[src/rtl/ctx_mover_if.sv]
// ---------------------------------------------------------------------------
// ctx_mover_if
// Bundles every handshake and register-file signal of the context mover so
// the mover and its surroundings connect through one port.
//
// Command side   : start, op, task_id (task bank), abort -> busy, done
// Reg-file read  : rf_r_ts, rf_ra_sel -> rf_ra_val (combinational return)
// Reg-file write : rf_ws, rf_w_ts, rf_rd_sel, rf_rd_val
// Save stream    : out_valid, out_data -> out_ready
// Restore stream : in_valid, in_data -> in_ready
//
// The mover drives the register file as initiator, so it uses the master
// modport; the controller / register file / stream peers use slave.
// ---------------------------------------------------------------------------
interface ctx_mover_if #(
    parameter int DW   = 16,
    parameter int SELW = 4
);
    // Command interface
    logic            start;
    logic            op;
    logic            task_id;
    logic            abort;
    logic            busy;
    logic            done;
    // Register-file read port A
    logic            rf_r_ts;
    logic [SELW-1:0] rf_ra_sel;
    logic [DW-1:0]   rf_ra_val;
    // Register-file write port
    logic            rf_ws;
    logic            rf_w_ts;
    logic [SELW-1:0] rf_rd_sel;
    logic [DW-1:0]   rf_rd_val;
    // Save word stream
    logic            out_valid;
    logic            out_ready;
    logic [DW-1:0]   out_data;
    // Restore word stream
    logic            in_valid;
    logic            in_ready;
    logic [DW-1:0]   in_data;

    modport master (
        input  start, op, task_id, abort,
        output busy, done,
        output rf_r_ts, rf_ra_sel,
        input  rf_ra_val,
        output rf_ws, rf_w_ts, rf_rd_sel, rf_rd_val,
        output out_valid, out_data,
        input  out_ready,
        input  in_valid, in_data,
        output in_ready
    );

    modport slave (
        output start, op, task_id, abort,
        input  busy, done,
        input  rf_r_ts, rf_ra_sel,
        output rf_ra_val,
        input  rf_ws, rf_w_ts, rf_rd_sel, rf_rd_val,
        input  out_valid, out_data,
        output out_ready,
        output in_valid, in_data,
        input  in_ready
    );
endinterface

[src/rtl/ctx_mover.sv]
// ---------------------------------------------------------------------------
// ctx_mover
// Task-context save/restore engine. SAVE reads every register of one task
// bank through read port A and streams the words out (valid/ready) in order
// r0..r(NREGS-1). RESTORE accepts a valid/ready word stream and writes it
// into one task bank through the write port. A one-cycle done pulse marks
// normal completion; abort returns to IDLE without done.
//
// Ports:
//   clk  - clock, rising edge
//   rst  - asynchronous, active-high reset
//   bus  - ctx_mover_if.master: command, reg-file and stream signals
// ---------------------------------------------------------------------------
module ctx_mover #(
    parameter int DW    = 16,
    parameter int SELW  = 4,
    parameter int NREGS = 16
) (
    input  logic            clk,
    input  logic            rst,
    ctx_mover_if.master     bus
);
    // One extra bit so a full 2^SELW bank terminates without wrapping.
    localparam int            CW       = SELW + 1;
    localparam logic [CW-1:0] IDX_ZERO = {CW{1'b0}};
    localparam logic [CW-1:0] IDX_ONE  = {{SELW{1'b0}}, 1'b1};
    localparam logic [CW-1:0] IDX_NUM  = CW'(NREGS);
    localparam logic [CW-1:0] IDX_LAST = CW'(NREGS - 1);

    typedef enum logic [1:0] {
        ST_IDLE    = 2'd0,
        ST_SAVE    = 2'd1,
        ST_RESTORE = 2'd2,
        ST_DONE    = 2'd3
    } state_t;

    state_t          state_q,     state_d;
    logic            task_q,      task_d;
    logic [CW-1:0]   rd_idx_q,    rd_idx_d;
    logic [CW-1:0]   cnt_q,       cnt_d;
    logic            out_valid_q, out_valid_d;
    logic [DW-1:0]   out_data_q,  out_data_d;
    logic            in_ready_q,  in_ready_d;
    logic            busy_q,      busy_d;
    logic            done_q,      done_d;

    logic            load_s;
    logic            xfer_s;
    logic            acc_s;

    // Next-state and datapath decisions for every state.
    always_comb begin
        state_d     = state_q;
        task_d      = task_q;
        rd_idx_d    = rd_idx_q;
        cnt_d       = cnt_q;
        out_valid_d = out_valid_q;
        out_data_d  = out_data_q;
        load_s      = 1'b0;
        xfer_s      = 1'b0;
        acc_s       = 1'b0;

        case (state_q)
            ST_IDLE: begin
                // The op bit is captured by which state is entered.
                if (bus.start) begin
                    task_d   = bus.task_id;
                    rd_idx_d = IDX_ZERO;
                    cnt_d    = IDX_ZERO;
                    state_d  = bus.op ? ST_RESTORE : ST_SAVE;
                end else begin
                    state_d  = ST_IDLE;
                end
            end

            ST_SAVE: begin
                if (bus.abort) begin
                    state_d     = ST_IDLE;
                    out_valid_d = 1'b0;
                end else begin
                    xfer_s = out_valid_q & bus.out_ready;
                    // Refill the output register whenever it is empty or
                    // being drained this cycle, until the bank is exhausted.
                    load_s = (rd_idx_q < IDX_NUM) & (~out_valid_q | bus.out_ready);
                    if (load_s) begin
                        out_data_d  = bus.rf_ra_val;
                        out_valid_d = 1'b1;
                        rd_idx_d    = rd_idx_q + IDX_ONE;
                    end else if (xfer_s) begin
                        out_valid_d = 1'b0;
                    end else begin
                        out_valid_d = out_valid_q;
                    end
                    if (xfer_s) begin
                        cnt_d   = cnt_q + IDX_ONE;
                        state_d = (cnt_q == IDX_LAST) ? ST_DONE : ST_SAVE;
                    end else begin
                        state_d = ST_SAVE;
                    end
                end
            end

            ST_RESTORE: begin
                if (bus.abort) begin
                    state_d = ST_IDLE;
                end else begin
                    acc_s = bus.in_valid & in_ready_q;
                    if (acc_s) begin
                        cnt_d   = cnt_q + IDX_ONE;
                        state_d = (cnt_q == IDX_LAST) ? ST_DONE : ST_RESTORE;
                    end else begin
                        state_d = ST_RESTORE;
                    end
                end
            end

            ST_DONE: begin
                state_d = ST_IDLE;
            end

            default: begin
                state_d     = ST_IDLE;
                out_valid_d = 1'b0;
            end
        endcase

        // Status outputs are registered copies of the upcoming state.
        in_ready_d = (state_d == ST_RESTORE);
        busy_d     = (state_d != ST_IDLE);
        done_d     = (state_d == ST_DONE);
    end

    // State and datapath registers with asynchronous reset.
    always_ff @(posedge clk or posedge rst) begin
        if (rst) begin
            state_q     <= ST_IDLE;
            task_q      <= 1'b0;
            rd_idx_q    <= IDX_ZERO;
            cnt_q       <= IDX_ZERO;
            out_valid_q <= 1'b0;
            out_data_q  <= {DW{1'b0}};
            in_ready_q  <= 1'b0;
            busy_q      <= 1'b0;
            done_q      <= 1'b0;
        end else begin
            state_q     <= state_d;
            task_q      <= task_d;
            rd_idx_q    <= rd_idx_d;
            cnt_q       <= cnt_d;
            out_valid_q <= out_valid_d;
            out_data_q  <= out_data_d;
            in_ready_q  <= in_ready_d;
            busy_q      <= busy_d;
            done_q      <= done_d;
        end
    end

    assign bus.busy      = busy_q;
    assign bus.done      = done_q;
    assign bus.rf_r_ts   = task_q;
    assign bus.rf_ra_sel = rd_idx_q[SELW-1:0];
    // Write strobe is combinational so an accepted word lands the same edge;
    // acc_s is already suppressed during abort and outside RESTORE.
    assign bus.rf_ws     = acc_s;
    assign bus.rf_w_ts   = task_q;
    assign bus.rf_rd_sel = cnt_q[SELW-1:0];
    assign bus.rf_rd_val = bus.in_data;
    assign bus.out_valid = out_valid_q;
    assign bus.out_data  = out_data_q;
    assign bus.in_ready  = in_ready_q;
endmodule

[src/flat_wrapper.sv]
// flat-port wrapper written by rule: the top's interface ports become plain ports
module ctx_mover_flat 
#(
    parameter int DW    = 16,
    parameter int SELW  = 4,
    parameter int NREGS = 16
)
  (clk, rst, bus_start, bus_op, bus_task_id, bus_abort, bus_busy, bus_done, bus_rf_r_ts, bus_rf_ra_sel, bus_rf_ra_val, bus_rf_ws, bus_rf_w_ts, bus_rf_rd_sel, bus_rf_rd_val, bus_out_valid, bus_out_data, bus_out_ready, bus_in_valid, bus_in_data, bus_in_ready);
  ctx_mover_if #(.DW(DW), .SELW(SELW)) bus_i ();
  input  logic clk;
  input  logic rst;
  input wire logic [$bits(bus_i.start)-1:0] bus_start;
  input wire logic [$bits(bus_i.op)-1:0] bus_op;
  input wire logic [$bits(bus_i.task_id)-1:0] bus_task_id;
  input wire logic [$bits(bus_i.abort)-1:0] bus_abort;
  output wire logic [$bits(bus_i.busy)-1:0] bus_busy;
  output wire logic [$bits(bus_i.done)-1:0] bus_done;
  output wire logic [$bits(bus_i.rf_r_ts)-1:0] bus_rf_r_ts;
  output wire logic [$bits(bus_i.rf_ra_sel)-1:0] bus_rf_ra_sel;
  input wire logic [$bits(bus_i.rf_ra_val)-1:0] bus_rf_ra_val;
  output wire logic [$bits(bus_i.rf_ws)-1:0] bus_rf_ws;
  output wire logic [$bits(bus_i.rf_w_ts)-1:0] bus_rf_w_ts;
  output wire logic [$bits(bus_i.rf_rd_sel)-1:0] bus_rf_rd_sel;
  output wire logic [$bits(bus_i.rf_rd_val)-1:0] bus_rf_rd_val;
  output wire logic [$bits(bus_i.out_valid)-1:0] bus_out_valid;
  output wire logic [$bits(bus_i.out_data)-1:0] bus_out_data;
  input wire logic [$bits(bus_i.out_ready)-1:0] bus_out_ready;
  input wire logic [$bits(bus_i.in_valid)-1:0] bus_in_valid;
  input wire logic [$bits(bus_i.in_data)-1:0] bus_in_data;
  output wire logic [$bits(bus_i.in_ready)-1:0] bus_in_ready;
  assign bus_i.start = bus_start;
  assign bus_i.op = bus_op;
  assign bus_i.task_id = bus_task_id;
  assign bus_i.abort = bus_abort;
  assign bus_busy = bus_i.busy;
  assign bus_done = bus_i.done;
  assign bus_rf_r_ts = bus_i.rf_r_ts;
  assign bus_rf_ra_sel = bus_i.rf_ra_sel;
  assign bus_i.rf_ra_val = bus_rf_ra_val;
  assign bus_rf_ws = bus_i.rf_ws;
  assign bus_rf_w_ts = bus_i.rf_w_ts;
  assign bus_rf_rd_sel = bus_i.rf_rd_sel;
  assign bus_rf_rd_val = bus_i.rf_rd_val;
  assign bus_out_valid = bus_i.out_valid;
  assign bus_out_data = bus_i.out_data;
  assign bus_i.out_ready = bus_out_ready;
  assign bus_i.in_valid = bus_in_valid;
  assign bus_i.in_data = bus_in_data;
  assign bus_in_ready = bus_i.in_ready;
  ctx_mover #(.DW(DW), .SELW(SELW), .NREGS(NREGS)) u_core (.clk(clk), .rst(rst), .bus(bus_i));
endmodule
[config.mk]
export PLATFORM = sky130hd
export DESIGN_NAME = ctx_mover_flat
export DESIGN_NICKNAME = d
export VERILOG_FILES = /design/src/rtl/ctx_mover_if.sv /design/src/rtl/ctx_mover.sv /design/src/flat_wrapper.sv
export SDC_FILE = /design/constraint.sdc
export NUM_CORES = 1
export LEC_CHECK = 0
export BUFFER_PORTS_ARGS = -buffer_cell sky130_fd_sc_hd__buf_4
export CAP_MARGIN = 40
export CORE_MARGIN = 2
export CORE_UTILIZATION = 45
export CTS_CLUSTER_SIZE = 28
export DETAILED_ROUTE_END_ITERATION = 12
export GPL_TIMING_DRIVEN = 1
export PLACE_DENSITY = 0.79
export REMOVE_ABC_BUFFERS = 1
export SLEW_MARGIN = 20
export SYNTH_ARGS = -nofsm -noshare
export SYNTH_HDL_FRONTEND = slang
export SYNTH_SLANG_ARGS = --single-unit
[constraint.sdc]
create_clock -name clk -period 3.9 [get_ports clk]
set_input_delay 0.78 -clock clk [delete_from_list [all_inputs] [get_ports clk]]
set_output_delay 0.78 -clock clk [all_outputs]
set_load 0.02 [all_outputs]
==> key figures, run 1 <==
Floorplan
  • Initial Util: 0.461
  • Num ports: 87
  • Area of the core: 0.00397 mm2
  • Die height: 67.8 um
  • Die area: 0.00460 mm2
  • # rows: 23
  • Die X: 67.8 um

Clock network
  • Sink Count: 33
  • # H-tree levels: 2
  • Clk buf depth: 2
  • Post-CTS Hold Buffers: 0
  • Post_cts resized: 0
  • Num CTS Buffers: 5
  • Clock root cell: clkbuf_8
  • Setup bufs post-CTS: 0
  • Clk slew on worst S/H paths: 0.07 ns
  • CTS tree: built
  • Clk Latency, worst-skew pair: ~0.28 ns

Critical path
  • WS Path Type: reg2out
  • Crit-path max FO: 5
  • FF-to-FF path depth: 4
  • Worst EP arrival: between 1 and 1.5 ns
  • CP required: 3.12 ns
  • Nature of the critical path endpoint: output pin
  • Worst setup SP type: flop

Synth
  • Simple-Gate Fraction of Synth Area: 0.0984
  • Post-synthesis mux area share: 0.154
  • Yosys reg bits: 33
  • Adder-cell share of the synthesized area: 0.0546
  • Compound-cell area share of the yosys netlist: 0.0984
  • Number of synthesized flops with an enable pin: 0
  • Post-synth top flop: dfrtp_1
  • Sequential fraction of the synthesis area: 0.451
  • Asr flop ratio synth: 1.00
  • Cell Area, Synth: approximately 0.0018 mm2
  • Post-synthesis xor/xnor area fraction: 0
  • Synthesized instance count: 157
  • Syn avg cell area: 11.7 um2
  • Yosys cell types: 33
  • Largest family of logic cells by synthesized area: multiplexers
  • Synth warn: 0

Cells and area
  • Final net count: roughly 240
  • N_diodes: 0
  • Filler cells: 342
  • FF+latch area: 826 um2
  • Layout area overhead: 19.6%
  • Layout cells sized above 1: 0.461
  • Most frequent cells in the layout: 55 x buf_4, 33 x dfrtp_1, 10 x mux2_4, 10 x mux2_2, 9 x nand2_1
  • Combined area of the multi-input logic cells: 743 um2
  • Commonest non-fill, non-tap cell in the layout: buf_4

Timing
  • Slew HR: 0.623
  • RSZ-0062 raised after global routing: no
  • Minimum clock period: 2.22 ns
  • Least-Margin Pin Slew: 0.559 ns
  • Pins over their slew limit: 0
  • Final setup violation count: 0
  • Final worst-path cycle share: 0.570
  • Layout Skew: approximately 0.0027 ns
  • Fmax achieved: 450 MHz
  • Final Hold Violating Endpoints: 0
  • Final TNS setup: 0 ns

Placement
  • Detail Placement HPWL: 2860 um
  • Placer Congestion: 0.794
  • Number of buffers added on ports: 54

Global route
  • Pin count of the biggest net entering global routing: 18
  • Grt total ovfl: 0
  • Initial antenna violation count: 0
  • Gr usage total: 0.167
  • First-pass GRT wire length: 5570 um
  • Vias in the first global route: 1191

Worst hold path
  • HP Class: in2async

Power and ir drop
  • Gate power share: 0.399
  • Static Leak: 1.10 nW
  • Switching power total: ~0.45 mW
  • Max VDD drop: roughly 270 uV
  • Internal power: 0.868 mW
  • Total chip power: 1.31 mW
  • Sw Ratio: 0.339
  • Flop pwr share: 0.386
  • Power per cell area: between 600 and 700 mW/mm2
  • Clk pwr share: 0.215

Run
  • Max-Cap Viols: 0

Outcome
  • Status: complete, no violations

Routing
  • Wirelength per Cell: around 16 um
  • Drt total wl: 3760 um
  • ANT nets after route: 0
  • DR vias/cell: between 5 and 6
  • DRC Markers: 0
  • Total number of vias: 1265
  • Drt pass-1 iters: 4
  • Drt first-iter violations: 56
[worst paths after layout]
path / from / endpoint / slack (ns)
max reg2reg: u_core.state_q[1] / u_core.bus.out_data[12] / 1.70
max in group asynchronous: rst / u_core.bus.out_data[15] / 2.88
min: rst / u_core.bus.out_data[14] / 0.50
min in group clk: u_core.bus.out_data[15] / u_core.bus.out_data[15] / 0.51
max: u_core.state_q[0] / bus_rf_ws / 1.68
min reg2reg: u_core.bus.out_data[15] / u_core.bus.out_data[15] / 0.51
[cell families (layout without fill, tap and decap cells)]
group	Yosys count	in the layout
AOI/OAI and AO/OA	25	25
adders and majority gates	8	8
buffers and inverters	38	72
DFF	33	33
muxes	22	22
and+or+nand+nor	31	31
[synth_stat cells, types with 2 or more instances]
cell type  count  area share
a22o_1         4       0.019
mux2i_1        2       0.011
buf_2          2      0.0055
nand3b_1       3       0.012
o31ai_1        2      0.0082
o21ai_0        7       0.019
dfrtp_1       33        0.45
inv_1          8       0.016
mux2_2        10       0.061
a21oi_1        3      0.0082
buf_4         25        0.10
ha_1           8       0.055
a211oi_1       2      0.0082
nor2_1         2      0.0041
nand2b_1       2      0.0068
a41oi_1        2      0.0096
mux2_4        10       0.082
nand2_1        9       0.018
o2bb2ai_1      3       0.014
nand3_1        6       0.016
nor2b_1        2      0.0068
[state kept, by name (all words and copies together), names as in the netlist]
signal                cells
u_core.bus.out_valid      1
u_core.state_q            2
u_core.bus.done           1
u_core.cnt_q              5
u_core.bus.busy           1
u_core.bus.out_data      16
u_core.bus.rf_r_ts        1
u_core.rd_idx_q           5
u_core.bus.in_ready       1
[per-stage QoR]
| stage | instance area (um2) | setup WS (ns) | hold slack (ns) | std cells | utilization |
|---|---|---|---|---|---|
| 2_1_floorplan | 1600 | 1.76 | 0.496 | 127 | - |
| 6_report | 2190 | 1.68 | 0.498 | 241 | 0.552 |
| 5_1_grt | 2190 | 1.56 | 0.527 | 241 | 0.552 |
| 3_5_place_dp | 2090 | 1.71 | 0.495 | 233 | 0.526 |
| 3_3_place_gp | 2070 | 1.77 | 0.488 | 232 | 0.522 |
| 4_1_cts | 2190 | 1.68 | 0.505 | 241 | 0.552 |
[power by group through the flow]
| stage | combinational [mW] | sequential (mW) | clock, mW |
|---|---|---|---|
| 6_report | 0.524 | 0.508 | 0.283 |
| 3_3_place_gp | 0.512 | 0.509 | 0 |
| 4_1_cts | 0.529 | 0.509 | 0.290 |
| 3_5_place_dp | 0.526 | 0.515 | 0 |
| 5_1_grt | 0.564 | 0.519 | 0.302 |
| 2_1_floorplan | 0.187 | 0.628 | 0 |
[critical path: stages (launching register included)]
cell and delay, ns:
dfrtp_1 0.41, inv_1 0.11, ha_1 0.25, nor3b_1 0.21
buf_4 0.18
[layout make-up]
class                   count  area share
well taps                  50      0.0286
repair buffers             56       0.195
inverters                   8      0.0137
flip-flops and latches     33       0.377
clock inverters             1     0.00228
clock buffers               7      0.0440
multi-input cells          86       0.339
[layer usage]
| layer | vias up | global-route usage | routed length (um) |
|---|---|---|---|
| met4 | 0 | 0.0900 | 74 |
| li1 | 593 | - | - |
| met3 | 6 | 0.0750 | 442 |
| met1 | 596 | 0.208 | 1650 |
| met5 | - | 0.0375 | 0 |
| met2 | 70 | 0.237 | 1600 |
Power figures use the tool's default switching activity.
==> run 2, diff against run 1 <==
--- a/config.mk
+++ b/config.mk
@@ -8,11 +8,11 @@
 export BUFFER_PORTS_ARGS = -buffer_cell sky130_fd_sc_hd__buf_4
 export CAP_MARGIN = 40
 export CORE_MARGIN = 2
-export CORE_UTILIZATION = 45
+export CORE_UTILIZATION = 42
 export CTS_CLUSTER_SIZE = 28
 export DETAILED_ROUTE_END_ITERATION = 12
 export GPL_TIMING_DRIVEN = 1
-export PLACE_DENSITY = 0.79
+export PLACE_DENSITY = 0.77
 export REMOVE_ABC_BUFFERS = 1
 export SLEW_MARGIN = 20
 export SYNTH_ARGS = -nofsm -noshare
==> constraint.sdc (replaced) <==
create_clock -name clk -period 1.85 [get_ports clk]
set_input_delay 0.37 -clock clk [delete_from_list [all_inputs] [get_ports clk]]
set_output_delay 0.37 -clock clk [all_outputs]
set_load 0.02 [all_outputs]
==> run 2 against run 1 <==
Critical path depth unchanged. Non-clock buffer count up 5. Clock skew up 0.00085 ns. Routed wire length down 0.69%. Setup slack worse by 1.6 ns. Sequential share of layout area down 1.6 points. Sequential power up 110%. Core utilization down 1.5 points. Global-route usage down 1.0 points. Cell count up 2.9%. Power up 130%. Critical path type is now reg2reg. Critical endpoint is now u_core.bus.out_data[2]. Highest routed layer unchanged.
==> key figures, run 2 (synthesis gave the netlist of run 1 again) <==
Outcome
  • Status: complete, no violations

Critical path
  • CP Cell Sequence: inv_2, ha_1, or4b_4, mux2_4
  • R2R setup slack: 0.08 ns
  • Nature of the critical path endpoint: flop
  • Crit path buffers/inverters: 1
  • Worst EP arrival: 1.94 ns
  • Worst setup SP type: flop
  • WS Path Type: reg2reg
  • Slowest cell on the critical path: or4b_4
  • Largest stage delay, worst path: 0.63 ns
  • CP required: 2.02 ns
  • Crit-path max FO: 16
  • Worst r2r src: u_core.state_q[1]
  • FF-to-FF path depth: 4
  • R2R Path End: u_core.bus.out_data[2]
  • Cell family with the largest share of critical-path delay: simple AND/OR/NAND/NOR gates

Timing
  • Fmax achieved: 564 MHz
  • Layout Skew: about 0.0035 ns
  • Worst hold margin: 0.175 ns
  • Least-Margin Pin Slew: 0.408 ns
  • Minimum clock period: 1.77 ns
  • Final TNS setup: 0 ns
  • Final setup violation count: 0
  • Pins over their slew limit: 0
  • Final worst-path cycle share: 0.959
  • Setup WS post-layout: 0.0765 ns
  • Final Hold Violating Endpoints: 0
  • Slew HR: 0.728

Placement
  • Placed cell count: between 200 and 250
  • Setup WS pre-CTS: 0.0683 ns
  • Placer Congestion: between 0.8 and 0.9
  • Area after DPL: 0.00211 mm2
  • Number of buffers added on ports: 54
  • Detail Placement HPWL: approximately 2700 um

Routing
  • ANT nets after route: 0
  • Drt first-iter violations: 40
  • Drt pass-1 iters: 4
  • DRC Markers: 0
  • Wirelength per Cell: 15.1 um
  • Total number of vias: 1288
  • Drt total wl: 3740 um
  • DR vias/cell: 5.19

Cells and area
  • Post-Layout Cell Count: 248
  • Fin area: 0.00229 mm2
  • Post-layout util: 0.537
  • Max FFs per register: 16
  • Most frequent cells in the layout: 60 x buf_4, 33 x dfrtp_1, 10 x mux2_4, 10 x mux2_2, 9 x nand2_1
  • Final net count: 243
  • Layout cells sized above 1: 0.500
  • Commonest non-fill, non-tap cell in the layout: buf_4
  • Layout area overhead: 25.0%
  • Filler cells: 393
  • N_diodes: 0

Clock network
  • Clk slew on worst S/H paths: 0.07 ns
  • CTS tree: built
  • Num CTS Buffers: 5
  • Clk Latency, worst-skew pair: 0.28 ns
  • # H-tree levels: 2
  • Post-CTS Hold Buffers: 0
  • Sink Count: 33
  • Clock root cell: clkbuf_8
  • Clk buf depth: 2

Floorplan
  • Die height: 70.0 um
  • Num ports: 87
  • # rows: 24
  • Die X: 70.0 um
  • Initial Util: 0.430
  • Die area: 0.00491 mm2
  • Area of the core: 0.00426 mm2

Global route
  • Initial antenna violation count: 0
  • Gr usage total: 0.157
  • Grt total ovfl: 0
  • Vias in the first global route: ~1300
  • First-pass GRT wire length: 6010 um
  • Pin count of the biggest net entering global routing: 34

Power and ir drop
  • Total chip power: between 3 and 4 mW
  • Max VDD drop: around 680 uV
  • Static Leak: 1.14 nW
  • Power per cell area: 1320 mW/mm2

Run
  • Max-Cap Viols: 0

Worst hold path
  • HP Class: in2async
## run 2: worst max path at each step
stage / startpoint / end / slack, ns / cells after the start
final: u_core.state_q[1] / u_core.bus.out_data[2] / 0.08 / 4
after CTS: u_core.state_q[1] / u_core.bus.out_data[2] / 0.04 / 4
after global placement: u_core.cnt_q[0] / u_core.bus.in_ready / 0.1 / 6
after floorplan: u_core.state_q[1] / u_core.bus.out_data[0] / -0.12 / 4
after detailed placement: u_core.state_q[1] / u_core.bus.out_data[2] / 0.07 / 4
after global routing: u_core.state_q[0] / u_core.cnt_q[1] / -0.008 / 7
## run 2: area by class of cell
type / instances / area, um2 / share of cell area
Clock buffer: 5 / 68.8 / 0.0301
Clock inverter: 3 / 65.1 / 0.0284
Tap cell: 52 / 65.1 / 0.0284
Inverter: 8 / 30.0 / 0.0131
Sequential cell: 33 / 826 / 0.361
Multi-Input combinational cell: 86 / 773 / 0.338
Timing Repair Buffer: 61 / 462 / 0.202
## run 2: report_power, final
group	total (mW)	internal (mW)	switching, mW
Clock	0.799	0.535	0.264
Combinational	1.17	0.605	0.564
Sequential	1.06	0.929	0.126
Total	3.02	2.07	0.955
## run 2: what timing repair did
action / 4_1_cts / 5_1_grt
resized for setup: 0 / 8
endpoints found under the setup margin: 0 / 16
buffers inserted: 0 / 1
## run 2: worst min-delay path, cell delays in order
cell,delay (ns)
buf_4,0.10
inv_1,0.04
buf_4,0.36
## run 2: per-layer routing
layer | track usage | up-vias | part of all wire
met5 | 0.0333 | - | 0
met4 | 0.0641 | 0 | 0.0094
met3 | 0.0794 | 3 | 0.11
met2 | 0.234 | 70 | 0.47
met1 | 0.190 | 607 | 0.41
li1 | - | 608 | -
==> run 3, diff against run 2 <==
==> constraint.sdc (replaced) <==
create_clock -name clk -period 1.85 [get_ports clk]
set_input_delay 0.0925 -clock clk [delete_from_list [all_inputs] [get_ports clk]]
set_output_delay 0.0925 -clock clk [all_outputs]
set_load 0.02 [all_outputs]
==> run 3 against run 2 <==
Combinational power is 3% lower. Core utilization decreased by 1.5 points. Setup slack got worse by 0.022 ns. Flip-flop and latch count unchanged. Clock skew increased by 0.0052 ns. Die area unchanged. Critical path depth is the same. Global-route usage up 0.17 points. Via count is 0.47% lower.
==> key figures, run 3 (synthesis gave the netlist of run 1 again) <==
Global route
  • Vias in the first global route: around 1200
  • First-pass GRT wire length: 6060 um
  • Grt total ovfl: 0
  • Pin count of the biggest net entering global routing: 34
  • Initial antenna violation count: 0
  • Gr usage total: 0.159

Power and ir drop
  • Static Leak: 1.11 nW
  • Total chip power: 2.71 mW
  • Power per cell area: 1220 mW/mm2
  • Max VDD drop: between 500 and 600 uV
  • Switching power total: 0.938 mW
  • Clk pwr share: 0.189
  • Sw Ratio: 0.346
  • Internal power: approximately 1.8 mW
  • Flop pwr share: 0.394
  • Gate power share: 0.417

Placement
  • Setup WS pre-CTS: roughly 0.066 ns
  • Placer Congestion: 0.815
  • Number of buffers added on ports: 54
  • Detail Placement HPWL: 2680 um

Critical path
  • Nature of the critical path endpoint: flop
  • Crit-path max FO: 16
  • WS Path Type: reg2reg
  • Worst setup SP type: flop
  • CP required: 2.01 ns
  • Worst EP arrival: 1.96 ns

Timing
  • Minimum clock period: 1.80 ns
  • Least-Margin Pin Slew: about 0.42 ns
  • Layout Skew: 0.00869 ns
  • Final setup violation count: 0
  • Pins over their slew limit: 0
  • Final worst-path cycle share: 0.971
  • Final TNS setup: 0 ns
  • Setup WS post-layout: 0.0546 ns
  • Slew HR: 0.720
  • Fmax achieved: between 500 and 600 MHz
  • RSZ-0062 raised after global routing: no
  • Final Hold Violating Endpoints: 0
  • Worst hold margin: 0.0390 ns

Clock network
  • Clk slew on worst S/H paths: 0.07 ns
  • Clock root cell: clkbuf_8
  • # H-tree levels: 2
  • Setup bufs post-CTS: 0
  • Num CTS Buffers: 5
  • Clk buf depth: 2
  • CTS tree: built
  • Clk Latency, worst-skew pair: 0.28 ns
  • Sink Count: 33

Routing
  • DR vias/cell: 5.19
  • Total number of vias: 1282
  • Drt first-iter violations: 43
  • Drt pass-1 iters: 4
  • DRC Markers: 0
  • ANT nets after route: 0
  • Wirelength per Cell: 15.0 um
  • Drt total wl: 3690 um

Cells and area
  • Layout area overhead: 21.6%
  • Post-layout util: 0.522
  • Layout cells sized above 1: 0.477
  • Combined area of the multi-input logic cells: 771 um2
  • Max FFs per register: 16
  • FF+latch area: 826 um2
  • Final net count: about 240
  • N_diodes: 0
  • Commonest non-fill, non-tap cell in the layout: buf_4
  • Most frequent cells in the layout: 59 x buf_4, 33 x dfrtp_1, 10 x mux2_4, 10 x mux2_2, 9 x nand2_1
  • Filler cells: 385

Floorplan
  • # rows: 24
  • Initial Util: 0.430
  • Die X: around 70 um
  • Die area: 0.00491 mm2
  • Num ports: 87
  • Die height: 70.0 um
  • Area of the core: 0.00426 mm2

Outcome
  • Status: complete, no violations

Run
  • Max-Cap Viols: 0

Worst hold path
  • HP Class: in2reg
[run 3: power by group through the flow]
stage	Combinational, mW	Sequential, mW	Clock, mW
3_3_place_gp	1.11	1.07	0
5_1_grt	1.21	1.10	0.589
4_1_cts	1.13	1.07	0.543
3_5_place_dp	1.13	1.08	0
6_report	1.13	1.07	0.513
2_1_floorplan	0.395	1.32	0
[run 3: critical path: stages (launching register included)]
cell     delay, ns
dfrtp_1       0.41
inv_1         0.12
ha_1          0.17
or4b_4        0.63
mux2_4        0.35
[run 3: worst paths after layout]
kind / startpoint / endpoint / slack [ns] / depth (start not counted)
worst max register to register: u_core.state_q[1] / u_core.bus.out_data[2] / 0.05 / 4
worst min-delay path: bus_task_id / u_core.bus.rf_r_ts / 0.04 / 2
worst min register to register: u_core.bus.out_data[5] / u_core.bus.out_data[5] / 0.51 / 1
max in group asynchronous: rst / u_core.rd_idx_q[1] / 1.09 / 4
min in group asynchronous: rst / u_core.bus.out_valid / 0.45 / 4
worst max-delay path: u_core.state_q[1] / u_core.bus.out_data[2] / 0.05 / 4
[run 3: routing by layer]
metal	vias up	wire length, um	global-route usage	part of all wire
met5	-	0	0.0333	0
li1	595	-	-	-
met2	72	1680	0.216	0.46
met3	0	403	0.0938	0.11
met1	615	1610	0.211	0.43
met4	0	0	0.0427	0
[run 3: area by class of cell]
cell class              instances  share of cell area
flip-flops and latches         33               0.371
clock inverters                 2             0.00449
well taps                      52              0.0292
multi-input cells              86               0.346
repair buffers                 60               0.203
clock buffers                   6              0.0326
inverters                       8              0.0135
[run 3: what timing repair did]
action                                  4_1_cts  5_1_grt
hold endpoints to repair                     33        0
endpoints found under the setup margin        0        6
resized for setup                             0        6
hold buffers                                  1        0
[run 3: through the flow]
| stage | instances | cell area, um2 |
|---|---|---|
| 3_5_place_dp | 238 | 2110 |
| 5_1_grt | 247 | 2230 |
| 6_report | 247 | 2230 |
| 4_1_cts | 247 | 2200 |
| 3_3_place_gp | 238 | 2110 |
| 2_1_floorplan | 127 | 1600 |
